**config.mk**
```make
export PLATFORM = sky130hd
export DESIGN_NAME = lfsr_bist_ctrl
export DESIGN_NICKNAME = d
export VERILOG_FILES = /design/src/rtl/lfsr_pkg.sv /design/src/rtl/lfsr_step_reg.sv /design/src/rtl/lfsr_bist_ctrl.sv
export SDC_FILE = /design/constraint.sdc
export NUM_CORES = 1
export LEC_CHECK = 0
export BUFFER_PORTS_ARGS = -buffer_cell sky130_fd_sc_hd__buf_2
export CORE_MARGIN = 4
export CORE_UTILIZATION = 30
export CTS_CLUSTER_DIAMETER = 40
export DETAILED_ROUTE_END_ITERATION = 6
export PLACE_DENSITY_LB_ADDON = 0.2
export SYNTH_ARGS = -nofsm -noshare
export SYNTH_HDL_FRONTEND = slang
export SYNTH_SLANG_ARGS = --single-unit
```
**constraint.sdc**
```tcl
create_clock -name clk -period 2 [get_ports clk]
set_input_delay 0 -clock clk [delete_from_list [all_inputs] [get_ports clk]]
set_output_delay 0 -clock clk [all_outputs]
set_load 0.02 [all_outputs]
```
**src/rtl/lfsr_pkg.sv**
```systemverilog
`default_nettype none
// ============================================================================
// Module      : lfsr_pkg
// Description : Shared state encoding, default polynomial constants and the
//               tap-feedback helper for the BIST pattern generator / MISR.
// Revision    : 1.0 - initial release
// ============================================================================
package lfsr_pkg;

    // Controller state encoding
    typedef enum logic [1:0] {
        IDLE  = 2'd0,
        RUN   = 2'd1,
        CHECK = 2'd2
    } state_t;

    // x^5 + x^3 + 1 (maximal length, period 31) and a nonzero start value
    localparam logic [4:0] c_default_taps = 5'b10100;
    localparam logic [4:0] c_default_seed = 5'b00001;

    // Parity of the tapped bits; callers zero-extend narrower registers
    function automatic logic lfsr_feedback(input logic [31:0] state,
                                           input logic [31:0] taps);
        return ^(state & taps);
    endfunction

endpackage
`default_nettype wire

```
**src/rtl/lfsr_step_reg.sv**
```systemverilog
`default_nettype none
// ============================================================================
// Module      : lfsr_step_reg
// Description : WIDTH-bit Fibonacci shift register with synchronous load,
//               step enable and a parallel XOR input. With xor_in tied to 0
//               it is a plain LFSR; fed with CUT responses it is a MISR.
// Revision    : 1.0 - initial release
// ============================================================================
module lfsr_step_reg
    import lfsr_pkg::*;
#(
    parameter int               WIDTH   = 5,
    parameter logic [WIDTH-1:0] TAPS    = c_default_taps,
    parameter logic [WIDTH-1:0] RST_VAL = '0
) (
    input  logic             clk,
    input  logic             rst,
    input  logic             load,
    input  logic [WIDTH-1:0] load_val,
    input  logic             en,
    input  logic [WIDTH-1:0] xor_in,
    output logic [WIDTH-1:0] q
);

    logic [WIDTH-1:0] r_q;
    logic             w_fb;

    assign w_fb = lfsr_feedback(32'(r_q), 32'(TAPS));
    assign q    = r_q;

    // Load wins over stepping; when neither is asserted the value is frozen
    always_ff @(posedge clk or posedge rst) begin
        if (rst) begin
            r_q <= RST_VAL;
        end else if (load) begin
            r_q <= load_val;
        end else if (en) begin
            r_q <= {r_q[WIDTH-2:0], w_fb} ^ xor_in;
        end
    end

endmodule
`default_nettype wire

```
**src/rtl/lfsr_bist_ctrl.sv**
```systemverilog
`default_nettype none
// ============================================================================
// Module      : lfsr_bist_ctrl
// Description : BIST sequencer: applies NUM_PAT LFSR patterns to the CUT,
//               compacts the responses in a MISR and compares the final
//               signature with GOLDEN. Supports hold (CUT stall) and abort.
// Revision    : 1.0 - initial release
// ============================================================================
module lfsr_bist_ctrl
    import lfsr_pkg::*;
#(
    parameter int               WIDTH   = 5,
    parameter logic [WIDTH-1:0] TAPS    = c_default_taps,
    parameter logic [WIDTH-1:0] SEED    = c_default_seed,
    parameter int               NUM_PAT = 31,
    parameter logic [WIDTH-1:0] GOLDEN  = '0
) (
    input  logic                           clk,
    input  logic                           rst,
    input  logic                           start,
    input  logic                           abort,
    input  logic                           hold,
    input  logic [WIDTH-1:0]               resp_in,
    output logic [WIDTH-1:0]               pat_out,
    output logic                           pat_valid,
    output logic                           busy,
    output logic                           done,
    output logic                           pass,
    output logic [WIDTH-1:0]               signature,
    output logic [$clog2(NUM_PAT+1)-1:0]   pat_count
);

    localparam int                c_cnt_w = $clog2(NUM_PAT + 1);
    localparam logic [c_cnt_w-1:0] c_last = c_cnt_w'(NUM_PAT - 1);

    state_t             r_state;
    state_t             w_state_next;
    logic               w_load;
    logic               w_step;
    logic               w_check;
    logic               w_abort;
    logic [WIDTH-1:0]   w_misr;
    logic [c_cnt_w-1:0] r_pat_count;
    logic               r_done;
    logic               r_pass;
    logic [WIDTH-1:0]   r_signature;

    // State register
    always_ff @(posedge clk or posedge rst) begin
        if (rst) begin
            r_state <= IDLE;
        end else begin
            r_state <= w_state_next;
        end
    end

    // Next-state and datapath strobes; abort outranks hold and the RUN->CHECK exit
    always_comb begin
        w_state_next = r_state;
        w_load       = 1'b0;
        w_step       = 1'b0;
        w_check      = 1'b0;
        w_abort      = 1'b0;
        case (r_state)
            IDLE: begin
                if (start && !abort) begin
                    w_state_next = RUN;
                    w_load       = 1'b1;
                end
            end
            RUN: begin
                if (abort) begin
                    w_state_next = IDLE;
                    w_abort      = 1'b1;
                end else if (!hold) begin
                    w_step = 1'b1;
                    if (r_pat_count == c_last) begin
                        w_state_next = CHECK;
                    end
                end
            end
            CHECK: begin
                w_state_next = IDLE;
                if (abort) begin
                    w_abort = 1'b1;
                end else begin
                    w_check = 1'b1;
                end
            end
            default: begin
                w_state_next = IDLE;
            end
        endcase
    end

    // Pattern counter: cleared at start, advances with every absorbed pattern
    always_ff @(posedge clk or posedge rst) begin
        if (rst) begin
            r_pat_count <= '0;
        end else if (w_load) begin
            r_pat_count <= '0;
        end else if (w_step) begin
            r_pat_count <= r_pat_count + 1'b1;
        end
    end

    // Result registers: done pulses for one cycle after a non-aborted CHECK
    always_ff @(posedge clk or posedge rst) begin
        if (rst) begin
            r_done      <= 1'b0;
            r_pass      <= 1'b0;
            r_signature <= '0;
        end else begin
            r_done <= w_check;
            if (w_load || w_abort) begin
                r_pass <= 1'b0;
            end else if (w_check) begin
                r_pass <= (w_misr == GOLDEN);
            end
            if (w_check) begin
                r_signature <= w_misr;
            end
        end
    end

    lfsr_step_reg #(
        .WIDTH   (WIDTH),
        .TAPS    (TAPS),
        .RST_VAL (SEED)
    ) u_lfsr (
        .clk      (clk),
        .rst      (rst),
        .load     (w_load),
        .load_val (SEED),
        .en       (w_step),
        .xor_in   ({WIDTH{1'b0}}),
        .q        (pat_out)
    );

    lfsr_step_reg #(
        .WIDTH   (WIDTH),
        .TAPS    (TAPS),
        .RST_VAL ({WIDTH{1'b0}})
    ) u_misr (
        .clk      (clk),
        .rst      (rst),
        .load     (w_load),
        .load_val ({WIDTH{1'b0}}),
        .en       (w_step),
        .xor_in   (resp_in),
        .q        (w_misr)
    );

    assign pat_valid = (r_state == RUN) && !hold;
    assign busy      = (r_state != IDLE);
    assign done      = r_done;
    assign pass      = r_pass;
    assign signature = r_signature;
    assign pat_count = r_pat_count;

endmodule
`default_nettype wire

```
== Yosys cells after proc, flatten, opt, wreduce, memory -nomap -nowiden ==
Index checks and enable logic that the tools add are counted.

* Add/sub/neg operators: 1
* $mul: 0
* Div/mod/pow operators: 0
* $lt $le $gt $ge: 0
* Eq/ne operators: 6
* Shift operators: 0
* Mux-type cells: 22
* Bitwise gates (word level): 1
* Reduce and logical (&&, ||, !) cells: 14

{| class="wikitable"
|+ Operators with widths
! kind !! number
|-
| 32-bit parity || 2
|-
| 5-bit two-way mux || 6
|-
| 1-bit two-way mux || 11
|-
| 2-bit two-way mux || 4
|-
| 3-bit != test, second input constant || 2
|-
| 2-bit nonzero test || 3
|-
| 5-bit by 1-bit adder with 5-bit output, second input constant || 1
|-
| 5-bit == test, second input constant || 1
|-
| 5-bit logical NOT || 1
|-
| 5-bit XOR || 1
|-
| 2-bit case mux with 2 select lines || 1
|-
| 3-bit AND reduction || 1
|-
| 2-bit by 1-bit == test with 1-bit output, second input constant || 1
|-
| 2-bit == test, second input constant || 1
|-
| 1-bit logical AND || 2
|-
| 1-bit logical NOT || 2
|-
| 2-bit logical NOT || 1
|-
| 2-bit != test, second input constant || 1
|-
| 2-bit OR reduction || 1
|-
| 1-bit logical OR || 1
|}

* Bits in registers: 24
* Bits in latches: 0
* RAM bits: 0
* Bits in read-only memories: 0
* Output and inout bits: 19
* Memories kept: 0

== Longest topological paths before layout ==
Gate-level depths: netlist of run 1.

* Depth in word-level cells: 6
* Mapped depth: 7

== By module ==
From an unflattened synthesis of run 1, not the netlist that was laid out.

* Cells, all modules: 132
* Area, all modules: 1361.3 um^2

{| class="wikitable"
|+ By module, submodules not included
! module !! instances !! cells an instance !! area an instance (um^2) !! seq. area each (um^2)
|-
| lfsr_bist_ctrl || 1 || 70 || 759.5 || 350.3
|-
| lfsr_step_reg (u_lfsr) || 1 || 31 || 301.5 || 126.4
|-
| lfsr_step_reg (u_misr) || 1 || 31 || 300.3 || 125.1
|}

== Worst setup path before layout of run 1 ==
OpenSTA, ideal clock, no wires.

* Path type: reg2reg
* Start: register r_pat_count[0] (netlist: pat_count[0])
* End: register r_state[0]
* Arrival time: 1.343 ns
* Slack: 0.532 ns
* Cell stages (with the launch flop): 7
* Path buffers: 0
* Period minus slack after synthesis: 1.468 ns
* Path through: dfrtp_1 > inv_1 > ha_1 > nand2_1 > nor2_1 > o211ai_1 > mux2_4

* Longest elaborated chain between the ends: 3

{| class="wikitable"
|+ Ends and longest elaborated chain
! element !! line !! source
|-
| start, declared || lfsr_bist_ctrl.sv:43 || <nowiki>logic [c_cnt_w-1:0] r_pat_count;</nowiki>
|-
| start signal, assigned || lfsr_bist_ctrl.sv:103 || <nowiki>r_pat_count <= r_pat_count + 1'b1;</nowiki>
|-
| 5-bit == test || lfsr_bist_ctrl.sv:77 || <nowiki>if (r_pat_count == c_last) begin</nowiki>
|-
| 3-bit != test (no line) || -- ||
|-
| 3-bit AND reduction (no line) || -- ||
|-
| end signal, assigned || lfsr_bist_ctrl.sv:53 || <nowiki>r_state <= w_state_next;</nowiki>
|-
| end, declared || lfsr_bist_ctrl.sv:36 || <nowiki>state_t r_state;</nowiki>
|}

Every way passes these cells.
A chain may end at the register's enable or synchronous reset.

== Worst setup path after layout of run 1 ==
* Start: register r_state[1]
* End: register u_misr.r_q[2] (netlist: u_misr.q[2])

* Longest elaborated chain between the ends: 3
* Elaborated cells on any way between the ends: 6

{| class="wikitable"
|+ Ends and longest elaborated chain
! element !! line !! source
|-
| 2-bit by 1-bit == test with 1-bit output or 2-bit logical NOT (tied branches) || lfsr_bist_ctrl.sv:64 || <nowiki>case (r_state)</nowiki>
|-
| 1-bit two-way mux || lfsr_bist_ctrl.sv:64 ||
|-
| 2-bit nonzero test (no line) or 5-bit two-way mux (tied branches) || -- ||
|-
| end signal, assigned || lfsr_step_reg.sv:36 || <nowiki>r_q <= load_val;</nowiki>
|-
| end signal, assigned || lfsr_step_reg.sv:38 || <nowiki>r_q <= {r_q[WIDTH-2:0], w_fb} ^ xor_in;</nowiki>
|-
| end, declared || lfsr_step_reg.sv:25 || <nowiki>logic [WIDTH-1:0] r_q;</nowiki>
|}

Several ways; a longest one is shown, not always the timed one.

==> summary.txt, run 1 <==
Timing
  • Unrepaired setup endpoints after global routing: false
  • Max_slew headroom: about three quarters
  • Final slew viol count: 0
  • Setup violators final: 0
  • Final Cycle Share: between 80 and 90%
  • Total negative slack: 0 ns
  • Minimum clock period: ~1.7 ns
  • Slew at the pin closest to its max-slew limit: 0.3530 ns
  • Final hold violations: 0
  • Skew final: roughly 0.0081 ns
  • FMAX: roughly 0.58 GHz

Placement
  • HPWL after DPL: between 1500 and 2000 um
  • I/O Buffers: 28
  • Placed Area: between 1000 and 1500 um^2
  • Routability Congestion: around 0.82

Global route
  • Global-route wire length before repair: 4264 um
  • GRT Util Overall: about a tenth
  • Vias in the first global route: slightly below 900
  • Global route overflow: 0
  • Antenna violations before repair: 0
  • Largest net degree at the start of global routing: 25

Cells and area
  • Final instance area: around 1500 um^2
  • Layout Nets: 152
  • Layout cell share with drive strength beyond 1: a little under two fifths
  • Most common cell after layout, fill and taps aside: buf_2
  • Leading cell types in the layout, fill and taps excluded: buf_2, dfrtp_1, nor2_1, inv_1, xnor2_1
  • Final core utilization: 38.77%
  • # diodes: 0
  • Register area: roughly 600 um^2
  • Area growth from synthesis to layout: 21.22%
  • Area of the multi-input gates: 553.0 um^2
  • Fill cells: around 400

Clock network
  • Resize count post-CTS: 0
  • H-tree Lvls: 1
  • Clock Tree Buf Depth: 2
  • CTS tree: built
  • Clock-pin slew on the worst setup and hold paths: approximately 0.09 ns
  • Clock buffer count from CTS: 3
  • Clock Sinks: 24
  • Postcts setup bufs: 0
  • CTS Hold Bufs: 1
  • CTS root buffer: clkbuf_8
  • Later-pin clock latency in the skew report: 0.26 ns

Synth
  • FF+latch count, synth: 24
  • Ys flop type: dfrtp_1
  • Largest family of logic cells by synthesized area: simple AND/OR/NAND/NOR gates
  • Post-Synth XOR/XNOR Area: 7.930%
  • Post-Synth Adder-Cell Area: under 10%
  • Register area share after synthesis: just under 50%
  • Avg Cell Area, Syn: between 10 and 15 um^2
  • Async SR Flop Fraction: 100.0%
  • Mapped Area: approximately 1200 um^2
  • Cell variety after synth: 31
  • Post-synth EDFFs: 0
  • Synth Instances: between 100 and 150
  • Portion of netlist area occupied by mux cells: under 10%
  • Synth Area in Simple Gates: 12.98%
  • Compound-Gate Fraction of Synth Area: between 10% and 20%
  • Mapped Nets: 118
  • Synthesis Warnings: 0

Route
  • Total Wirelength: 2450 um
  • Vias per cell: approximately 4.6
  • Final ANT Viol Nets: 0
  • Router iterations before antenna repair: 4
  • Drt initial violations: 22
  • Wire per inst: 13.39 um
  • Via count: 844
  • Residual DRC: 0

Critical path
  • CP startpoint kind: flop
  • Slowest stage delay, CP: about 0.41 ns
  • WS Path Type: flop to flop
  • CP cell instances: inv_1 -> ha_1 -> nor3b_4 -> buf_4 -> nor2_1 -> a211oi_2
  • Critical path's slowest cell: dfrtp_1
  • Crit path DAT: approximately 1.9 ns
  • CP max FO: 8
  • Critical Path End Type: flop
  • Worst path required time: 2.18 ns

Status
  • Outcome: finished, final reports clean

Pwr
  • P_leak: slightly below 0.8 nW
  • Pwr dens: 1190 nW/um^2
  • Final Power: roughly 0.0018 W
  • Worst VDD drop: 0.5885 mV

Die
  • Starting density of the core: around a third
  • Die H: about 70 um
  • Ports: 29
  • Rows: 22
  • Die area: about 5100 um^2
  • Die width: 71.64 um
  • Core ar.: between 3000 and 4000 um^2

Worst hold path
  • Hold crit path type: input port to flop

Run
  • Max cap viols: 0
==> per-stage QoR <==
stage               instances  worst slack, ns  hold slack [ns]
finish                    183           0.2640          0.04153
global route              183           0.1299          0.03918
CTS                       183           0.2527          0.03460
detailed placement        178           0.2732          0.07375
global placement          178           0.3958          0.06448
floorplan                 102           0.5317          0.01388
==> final timing paths <==
kind                                             to  slack [ns]                    start  cells past startpoint
setup / recovery            u_misr.q[2]$_DFFE_PP0P_        0.26   r_state[1]$_DFFE_PP0P_                      6
hold / removal              u_misr.q[1]$_DFFE_PP0P_        0.04               resp_in[1]                      3
setup reg to reg            u_misr.q[2]$_DFFE_PP0P_        0.26   r_state[1]$_DFFE_PP0P_                      6
hold reg to reg             u_lfsr.q[0]$_DFFE_PP1P_        0.47  u_lfsr.q[0]$_DFFE_PP1P_                      2
max in group asynchronous   u_lfsr.q[0]$_DFFE_PP1P_        1.39                      rst                      4
min in group asynchronous  signature[2]$_DFFE_PP0P_        0.32                      rst                      4
==> worst max-delay path, delay by kind of cell, from the launching register on <==
family,cells,cell delay [ns]
and+or+nand+nor,2,0.44
buffers and inverters,2,0.36
adders and majority gates,1,0.25
DFF,1,0.41
AOI/OAI and AO/OA,1,0.19
==> synth_stat cells, types with 2 or more instances <==
library cell | n | area (um^2)
dfrtp_1 | 23 | 575.6
nor2_1 | 10 | 37.54
inv_1 | 8 | 30.03
xnor2_1 | 7 | 61.31
a22o_1 | 6 | 52.55
ha_1 | 6 | 75.07
mux2_2 | 5 | 56.30
nand2_1 | 5 | 18.77
a211oi_2 | 4 | 50.05
xor2_1 | 4 | 35.03
a21oi_1 | 3 | 15.01
nand4_1 | 2 | 12.51
==> cell families after synthesis <==
family | Yosys count
mux | 6
buf+inv | 11
flops | 24
xor+xnor | 11
simple gates | 26
compound gates | 18
fa+ha+maj | 6
==> routing by layer <==
metal	global-route usage (%)	routed length, um
met1	14.71	1187
met2	15.41	1081
met3	3.506	161
met4	2.714	19
met5	0	0
==> report_power, final <==
group	internal [W]	switching, W
clock	0.000176	0.000149
sequential	0.000609	0.000141
combinational	0.000310	0.000368
total	0.00109	0.000658
==> state kept, by name, indices dropped and copies added (netlist names) <==
register	flops
r_state	2
done	1
pat_count	5
u_lfsr.q	5
signature	5
pass	1
u_misr.q	5
==> area by class of cell <==
class / count / area share, %
Sequential cell: 24 / 40.87
Timing Repair Buffer: 32 / 11.72
Inverter: 8 / 2.039
Clock buffer: 4 / 3.738
Multi-Input combinational cell: 67 / 37.55
Tap cell: 48 / 4.078
Note: power is estimated with default switching activity, not from simulation.
==> run 2: changes to the inputs <==
==> constraint.sdc (replaced) <==
create_clock -name clk -period 2 [get_ports clk]
set_input_delay 0.4 -clock clk [delete_from_list [all_inputs] [get_ports clk]]
set_output_delay 0.4 -clock clk [all_outputs]
set_load 0.02 [all_outputs]
==> summary.txt, run 2 (synthesis results as in run 1) <==
Critical path
  • Reg2reg setup slack: 0.27 ns (was 0.26 ns)
  • Critical Path End Type: output pin (was flop)
  • CP startpoint kind: flop (unchanged)
  • Worst path required time: 1.60 ns (was 2.18 ns)
  • Crit path DAT: 1.38 ns (was 1.92 ns)
  • WS Path Type: flop to output pin (was flop to flop)
  • CP max FO: 3 (was 8)

Route
  • Total Wirelength: 2458 um (was 2450 um)
  • Vias per cell: 4.654 (was 4.612)
  • Via count: 847 (was 844)
  • Final ANT Viol Nets: 0 (unchanged)
  • Residual DRC: 0 (unchanged)
  • Drt initial violations: 48 (was 22)
  • Wire per inst: 13.51 um (was 13.39 um)
  • Router iterations before antenna repair: 3 (was 4)

Timing
  • Final Cycle Share: 88.88% (was 86.80%)
  • Unrepaired setup endpoints after global routing: false (unchanged)
  • Skew final: 0.003335 ns (was 0.008054 ns)
  • Setup violators final: 0 (unchanged)
  • FMAX: 0.5626 GHz (was 0.5760 GHz)
  • Final slew viol count: 0 (unchanged)
  • Hold_ws: 0.1636 ns (was 0.04153 ns)
  • Slew at the pin closest to its max-slew limit: 0.3752 ns (was 0.3530 ns)
  • Minimum clock period: 1.778 ns (was 1.736 ns)
  • Total negative slack: 0 ns (unchanged)
  • Max_slew headroom: 74.96% (was 76.44%)
  • Final hold violations: 0 (unchanged)

Clock network
  • Clock Sinks: 24 (unchanged)
  • CTS Hold Bufs: 0 (was 1)
  • Later-pin clock latency in the skew report: 0.26 ns (about the same)
  • Clock Tree Buf Depth: 2 (unchanged)
  • Clock buffer count from CTS: 3 (unchanged)
  • Resize count post-CTS: 0 (unchanged)
  • CTS tree: built (unchanged)
  • Postcts setup bufs: 0 (unchanged)
  • CTS root buffer: clkbuf_8 (unchanged)
  • Clock-pin slew on the worst setup and hold paths: 0.08 ns (was 0.09 ns)
  • H-tree Lvls: 1 (unchanged)

Global route
  • Met2 usage: 17.45% (was 15.41%)
  • Global-route wire length before repair: 4360 um (was 4264 um)
  • Most Crowded Layer GR: met2 (unchanged)
  • Global route overflow: 0 (unchanged)
  • GR Layer Usage met3: 3.226% (was 3.506%)
  • Vias in the first global route: 947 (was 868)
  • GRT Util Overall: 10.50% (was 10.47%)
  • Antenna violations before repair: 0 (unchanged)
  • GR Util met1: 13.59% (was 14.71%)
  • Largest net degree at the start of global routing: 25 (unchanged)

Pwr
  • P_leak: 0.7608 nW (was 0.7709 nW)
  • Worst VDD drop: 0.5178 mV (was 0.5885 mV)
  • Pwr dens: 1182 nW/um^2 (was 1190 nW/um^2)

Cells and area
  • Area growth from synthesis to layout: 19.57% (was 21.22%)
  • # diodes: 0 (unchanged)
  • Leading cell types in the layout, fill and taps excluded: buf_2, dfrtp_1, nor2_1, inv_1, xnor2_1 (unchanged)
  • Layout Nets: 151 (was 152)
  • Most common cell after layout, fill and taps aside: buf_2 (unchanged)
  • Layout cell share with drive strength beyond 1: 36.57% (was 37.04%)
  • Fill cells: 387 (was 397)

Placement
  • I/O Buffers: 28 (unchanged)
  • Routability Congestion: 0.8168 (was 0.8157)
  • HPWL after DPL: 1857 um (was 1817 um)

Die
  • Die width: 71.64 um (unchanged)
  • Die H: 71.64 um (unchanged)
  • Die area: 5132 um^2 (unchanged)
  • Core ar.: 3799 um^2 (unchanged)
  • Starting density of the core: 31.98% (unchanged)
  • Rows: 22 (unchanged)
  • Ports: 29 (unchanged)

Status
  • Outcome: finished, final reports clean (unchanged)

Run
  • Max cap viols: 0 (unchanged)

Worst hold path
  • Hold crit path type: input port to asynchronous set/reset pin (was input port to flop)
run 2: changes by cell type in the layout (fill, tap and decap cells not counted), sizes merged:
| cell | previous run | this run |
|---|---|---|
| dlygate4sd3 | 1 | 0 |
run 2: report_power, final:
| group | switching (W) | internal [W] | leakage (nW) |
|---|---|---|---|
| combinational | 0.000368 | 0.000309 | 0.419 |
| sequential | 0.000142 | 0.000609 | 0.319 |
| clock | 0.000147 | 0.000142 | 0.0228 |
run 2: path summary, 6_finish.rpt:
check | startpoint | depth (start not counted) | to
setup / recovery | r_state[1]$_DFFE_PP0P_ | 4 | pat_valid
hold / removal | rst | 3 | u_lfsr.q[4]$_DFFE_PP0P_
setup reg to reg | r_state[1]$_DFFE_PP0P_ | 6 | u_misr.q[3]$_DFFE_PP0P_
hold reg to reg | u_lfsr.q[0]$_DFFE_PP1P_ | 2 | u_lfsr.q[0]$_DFFE_PP1P_
max in group asynchronous | rst | 3 | u_lfsr.q[0]$_DFFE_PP1P_
min in group clk | resp_in[2] | 3 | u_misr.q[2]$_DFFE_PP0P_
run 2: layout make-up:
class	instances	area (um^2)	area share, %
Timing Repair Buffer	31	162.7	11.20
Sequential cell	24	601.8	41.43
Inverter	8	30.03	2.067
Tap cell	48	60.06	4.134
Clock buffer	4	45.04	3.101
Multi-Input combinational cell	67	553.0	38.07
run 2: per-stage QoR:
| step | setup slack [ns] | instance area, um^2 | total power [W] | util, % | instances |
|---|---|---|---|---|---|
| after floorplan | 0.5317 | 1215 | 0.001245 | - | 102 |
| after global placement | 0.3947 | 1408 | 0.001435 | 37.06 | 178 |
| after detailed placement | 0.2907 | 1408 | 0.001446 | 37.06 | 178 |
| after CTS | 0.2130 | 1453 | 0.001749 | 38.24 | 182 |
| after global routing | 0.09799 | 1453 | 0.001851 | 38.24 | 182 |
| final | 0.2224 | 1453 | 0.001717 | 38.24 | 182 |
run 2: per-layer routing:
metal,routed length [um],up-vias
met5,0,-
met4,6,0
met3,148,2
met2,1184,22
met1,1119,412
li1,-,411
run 2: worst max-delay path: stages (launching register included):
cell	delay (ns)
dfrtp_1	0.41
inv_1	0.11
ha_1	0.24
nor2b_1	0.17
buf_2	0.18
